**src/rtl/dbus_dual_issue_if.sv**
```systemverilog
// Data-bus request/response types and the bundle linking the memory stages,
// the serialiser and the single-ported data bus.
package dbus_pkg;

    typedef struct packed {
        logic        valid;
        logic [31:0] addr;
        logic [2:0]  size;
        logic [3:0]  strobe;
        logic [31:0] data;
    } dbus_req_t;

    typedef struct packed {
        logic        addr_ok;
        logic        data_ok;
        logic [31:0] data;
    } dbus_resp_t;

endpackage

interface dbus_dual_issue_if;
    import dbus_pkg::*;

    dbus_req_t  [1:0] dreq;
    dbus_resp_t [1:0] dresp;
    logic             d_wait;
    dbus_req_t        bus_req;
    dbus_resp_t       bus_resp;

    modport slave (
        input  dreq,
        input  bus_resp,
        output bus_req,
        output dresp,
        output d_wait
    );

    modport master (
        output dreq,
        output bus_resp,
        input  bus_req,
        input  dresp,
        input  d_wait
    );

endinterface

```
**src/rtl/dbus_dual_issue.sv**
```systemverilog
// Serialises the two per-slot data requests of the dual-issue pipeline onto
// one data bus, older slot 1 first, stalling the pipeline until the pair is done.
module dbus_dual_issue
    import dbus_pkg::*;
(
    input logic              clk,
    input logic              reset,
    dbus_dual_issue_if.slave io
);

    typedef enum logic [1:0] {
        IDLE = 2'd0,
        ADDR = 2'd1,
        DATA = 2'd2
    } state_e;

    state_e state_q, state_d;
    logic   cur_q, cur_d;

    logic   any_valid;
    logic   s;
    logic   issue;
    logic   accepted;
    logic   complete;
    logic   last;

    dbus_req_t        bus_req_o;
    dbus_resp_t [1:0] dresp_o;
    logic             d_wait_o;

    // In IDLE the active slot is picked straight from the incoming pair so a
    // bus hit can complete without any registered delay.
    always_comb begin
        any_valid = io.dreq[1].valid | io.dreq[0].valid;
        s         = (state_q == IDLE) ? io.dreq[1].valid : cur_q;
        issue     = ((state_q == IDLE) & any_valid) | (state_q == ADDR);
        accepted  = issue & io.bus_resp.addr_ok;
        complete  = io.bus_resp.data_ok & ((state_q == DATA) | accepted);
        last      = complete & (~s | ~io.dreq[0].valid);
    end

    always_comb begin
        state_d = state_q;
        cur_d   = cur_q;
        case (state_q)
            IDLE, ADDR: begin
                if (issue) begin
                    if (accepted) begin
                        if (last) begin
                            state_d = IDLE;
                            cur_d   = 1'b0;
                        end else if (complete) begin
                            state_d = ADDR;
                            cur_d   = 1'b0;
                        end else begin
                            state_d = DATA;
                            cur_d   = s;
                        end
                    end else begin
                        state_d = ADDR;
                        cur_d   = s;
                    end
                end
            end
            DATA: begin
                if (io.bus_resp.data_ok) begin
                    state_d = last ? IDLE : ADDR;
                    cur_d   = 1'b0;
                end
            end
            default: begin
                state_d = IDLE;
                cur_d   = 1'b0;
            end
        endcase
    end

    always_ff @(posedge clk or posedge reset) begin
        if (reset) begin
            state_q <= IDLE;
            cur_q   <= 1'b0;
        end else begin
            state_q <= state_d;
            cur_q   <= cur_d;
        end
    end

    // Outputs are purely combinational; forcing them low during reset keeps a
    // held request from leaking onto the bus before the first clock edge.
    always_comb begin
        bus_req_o       = io.dreq[s];
        bus_req_o.valid = issue;

        dresp_o[0].addr_ok = accepted & ~s;
        dresp_o[0].data_ok = complete & ~s;
        dresp_o[0].data    = io.bus_resp.data;
        dresp_o[1].addr_ok = accepted & s;
        dresp_o[1].data_ok = complete & s;
        dresp_o[1].data    = io.bus_resp.data;

        d_wait_o = ((state_q != IDLE) | any_valid) & ~last;

        if (reset) begin
            bus_req_o = '0;
            dresp_o   = '0;
            d_wait_o  = 1'b0;
        end
    end

    assign io.bus_req = bus_req_o;
    assign io.dresp   = dresp_o;
    assign io.d_wait  = d_wait_o;

    a_no_issue_in_data : assert property (
        @(posedge clk) disable iff (reset) (state_q == DATA) |-> !bus_req_o.valid
    );

    a_release_means_idle : assert property (
        @(posedge clk) disable iff (reset) !d_wait_o |-> (state_d == IDLE)
    );

endmodule

```
**src/flat_wrapper.sv**
```systemverilog
// flat-port wrapper written by rule: the top's interface ports become plain ports
module dbus_dual_issue_flat import dbus_pkg::*;
  (clk, reset, io_dreq, io_bus_resp, io_bus_req, io_dresp, io_d_wait);
  dbus_dual_issue_if io_i ();
  input logic clk;
  input logic reset;
  input wire logic [$bits(io_i.dreq)-1:0] io_dreq;
  input wire logic [$bits(io_i.bus_resp)-1:0] io_bus_resp;
  output wire logic [$bits(io_i.bus_req)-1:0] io_bus_req;
  output wire logic [$bits(io_i.dresp)-1:0] io_dresp;
  output wire logic [$bits(io_i.d_wait)-1:0] io_d_wait;
  assign io_i.dreq = io_dreq;
  assign io_i.bus_resp = io_bus_resp;
  assign io_bus_req = io_i.bus_req;
  assign io_dresp = io_i.dresp;
  assign io_d_wait = io_i.d_wait;
  dbus_dual_issue u_core (.clk(clk), .reset(reset), .io(io_i));
endmodule
```
**config.mk**
```make
export PLATFORM = sky130hd
export DESIGN_NAME = dbus_dual_issue_flat
export DESIGN_NICKNAME = d
export VERILOG_FILES = /design/src/rtl/dbus_dual_issue_if.sv /design/src/rtl/dbus_dual_issue.sv /design/src/flat_wrapper.sv
export SDC_FILE = /design/constraint.sdc
export NUM_CORES = 1
export LEC_CHECK = 0
export CAP_MARGIN = 20
export CORE_AREA = 2 2 125 127
export DETAILED_ROUTE_END_ITERATION = 12
export DIE_AREA = 0 0 127 129
export MAX_ROUTING_LAYER = met4
export PLACE_DENSITY = 0.59
export SYNTH_ARGS = -nofsm -noshare
export SYNTH_HDL_FRONTEND = slang
export SYNTH_SLANG_ARGS = --single-unit
```
**constraint.sdc**
```tcl
create_clock -name clk -period 2.4 [get_ports clk]
set_input_delay 0.36 -clock clk [delete_from_list [all_inputs] [get_ports clk]]
set_output_delay 0.36 -clock clk [all_outputs]
set_load 0.01 [all_outputs]
```
==> run_results.csv <==
group,metric,value,unit
outcome,status,"completed",
synth,seq_area_frac_synth,3.77,%
drt,initialDrtViolationCount,145,
sta,hold_viol,0,
synth,synthDistinctLibCells,30,
worst_setup_path,cp_num_buf_inv,4,
grt,grt_max_degree,109,
cts,cts_tree,"done",
layout,fin_nets,811,
placed_design,hpwl,9.90,mm
synth,synthMostInstantiatedCell,"o21ai_0",
worst_setup_path,critical-path-top-delay-family,"buffers and inverters",
sta,maxSlewHeadroom,65.9,%
die,start_util,13.3,%
pwr,p_leak,2.15,nW
worst_setup_path,cp_slowest_stage_delay,0.41,ns
layout,diodes,0,
sta,fmax,428,MHz
worst_setup_path,crit_path_end_kind,"output port",
worst_setup_path,crit_start,"u_core.state_q[1]$_DFFE_PP0P_",
worst_setup_path,crit_cells,7,
drt,drcViolationCount,0,
drt,via_per_inst,4.53,
sta,fin_skew,0.00183,ns
die,die_h,129,µm
sta,slew_violations,0,
synth,ys_warn_count,0,
die,die_x,127,µm
grt,grt_pass1_wl,18.6,mm
worst_setup_path,reg2reg_to,"u_core.state_q[0]$_DFFE_PP0P_",
placed_design,numPortBuffers,320,
worst_setup_path,reg2reg_from,"u_core.state_q[1]$_DFFE_PP0P_",
cts,path_clk_slew,0.03,ns
sta,grt_setup_unrepaired,"no",
cts,numCtsBuffers,3,
synth,netlist_area,1990,µm²
die,ioPinCount,321,
synth,synthArstFlopShare,100,%
drt,dr.pass1.iters,4,
die,rows,45,
drt,antenna_left,0,
cts,clkLatencyLatePin,0.23,ns
layout,finalNonFillerCells,818,
synth,synth_common_cells,"o21ai_0 (73), a21oi_1 (72), nand3_1 (72)",
cts,cts_root_buffer,"clkbuf_16",
sta,min_period,2.34,ns
synth,synth_top_area_share,18.4,%
synth,ys.flop_type,"dfrtp_1",
pwr,power_density,322,nW/µm²
worst_setup_path,path_cells,"buf_4, nor3b_4, buf_4, bufbuf_16, o21ai_0, a21oi_1, dlygate4sd2_1",
synth,synth_nets,541,
worst_setup_path,crit_path_max_fanout,20,
layout,drive_gt1_share,6.19,%
synth,synthTopCellsByArea,"o21ai_0 (18%), a21oi_1 (18%), nand3_1 (18%)",
worst_setup_path,critPathKind,"reg2out",
cts,clk_path_buf_depth,2,
die,die_area,16400,µm²
worst_setup_path,critPathLaunchType,"flip-flop",
synth,synth_largest_area_cell,"o21ai_0",
worst_setup_path,crit_top_cell,"buf_4",
placed_design,post-place-cells,811,
drt,num_vias,3707,
drt,routed_wl,13.1,mm
synth,syn_avg_cell_area,5.51,µm²
synth,syn-instance-count,361,
cts,htreeDepth,1,
grt,grt.overflow.total,0,
drt,wl_per_cell,16.0,µm
grt,grtUsageTotal,14.5,%
worst_setup_path,worstPathRequired,2.04,ns
sta,fin_hold_ws,0.316,ns
pwr,max-vdd-ir-drop,223,µV
die,core,15000,µm²
worst_setup_path,crit_path_end,"io_bus_req[9]",
worst_setup_path,cp.arrival,1.98,ns
synth,yosys_register_bits,3,
layout,num-fill-cells,1574,
grt,antenna_found_initial,0,
layout,seq_area,75.1,µm²
run,cap_violations,0,
pwr,finalPower,0.00171,W
synth,synth_edf_count,0,
placed_design,routabilityCongestion,0.815,
worst_setup_path,cp_slowest_cell,"dfrtp_1",
cts,clkSinkCount,3,
layout,areaGrowthSynthToFinish,166,%
sta,setup_tns,0,ns
hold_path,hold_class,"in2async",
worst_setup_path,rrSetupSlack,0.72,ns
sta,setup_viol,0,
worst_setup_path,rr_worst_depth,6,
layout,multi_input_area,1510,µm²
grt,grt_pass1_vias,3536,
sta,period_share,97.3,%
sta,worstMarginPinSlew,0.512,ns
[layout by cell type (no fill, tap or decap)]
master | netlist | routed
a2111oi_0 | 1 | 1
a21oi_1 | 72 | 70
a21oi_2 | 0 | 2
a221oi_1 | 1 | 1
a311oi_1 | 1 | 1
a32oi_1 | 1 | 1
buf_12 | 0 | 7
buf_4 | 32 | 15
buf_8 | 0 | 1
bufbuf_16 | 0 | 1
clkbuf_1 | 31 | 1
clkbuf_16 | 0 | 3
clkbuf_2 | 0 | 4
clkdlybuf4s15_1 | 0 | 10
clkdlybuf4s50_1 | 0 | 242
dfrtp_1 | 3 | 3
dlygate4sd2_1 | 0 | 63
inv_1 | 1 | 1
nand2_1 | 4 | 4
nand3_1 | 72 | 72
nand3b_1 | 1 | 1
nor2_1 | 5 | 5
nor2b_1 | 33 | 33
nor3_1 | 4 | 4
nor3b_4 | 0 | 1
o2111ai_1 | 1 | 1
o211a_1 | 1 | 1
o211ai_1 | 1 | 1
o21a_2 | 0 | 1
o21ai_0 | 73 | 73
o21ai_4 | 0 | 1
o21ba_2 | 1 | 1
o21bai_1 | 1 | 1
or3b_4 | 0 | 1
or4_1 | 1 | 1
or4b_2 | 1 | 1
[state kept, by name, indices dropped and copies added, names as in the netlist]
register,cells
u_core.state_q,2
u_core.cur_q,1
[power breakdown]
group | internal, W | total [W] | switching [W]
logic | 0.000741 | 0.00137 | 0.000628
registers | 0.0000579 | 0.0000690 | 0.0000111
clock network | 0.000220 | 0.000270 | 0.0000507
total | 0.00102 | 0.00171 | 0.000690
[per-stage QoR]
step	utilization (%)	area, µm²	setup WS (ns)
floorplan	-	1990	0.422
global placement	35.0	5240	-0.386
detailed placement	35.0	5240	-0.412
CTS	35.4	5300	0.00226
global route	35.4	5300	0.00116
finish	35.4	5300	0.0647
[final cells by class]
class                   instances  share of cell area (%)
inverters                       1                  0.0708
well taps                     188                    4.44
multi-input cells             279                    28.5
flip-flops and latches          3                    1.42
repair buffers                343                    64.0
clock buffers                   4                    1.49
[cell families after synthesis]
group                  share of synthesized area (%)
and+or+nand+nor                                 33.5
DFF                                             3.77
buffers and inverters                           21.4
AOI/OAI and AO/OA                               41.3
[tightest hold or removal path, stage by stage]
cell	delay [ns]
buf_4	0.13
buf_12	0.21
inv_1	0.16
[timing repair]
item,4_1_cts,5_1_grt
gates cloned,1,0
resized for setup,87,17
pin swaps,2,1
hold buffers,0,0
buffers inserted,2,0
endpoints found under the setup margin,76,14
[worst min-delay path by stage]
stage | start | depth (start not counted) | slack (ns) | to
finish | reset | 3 | 0.32 | u_core.cur_q$_DFFE_PP0P_
global placement | reset | 3 | 0.58 | u_core.state_q[1]$_DFFE_PP0P_
floorplan | io_bus_resp[33] | 1 | 0.46 | u_core.state_q[0]$_DFFE_PP0P_
global route | reset | 3 | 0.37 | u_core.state_q[0]$_DFFE_PP0P_
CTS | reset | 3 | 0.36 | u_core.state_q[0]$_DFFE_PP0P_
detailed placement | reset | 3 | 0.60 | u_core.state_q[0]$_DFFE_PP0P_
[metal layers]
metal	GRT usage (%)	vias up	routed length, µm
met5	-	-	0
met4	5.43	0	403
met3	1.54	23	894
met2	26.9	212	6710
met1	16.1	1675	5090
li1	-	1797	-
No activity file was read; power rests on OpenSTA's default activity.
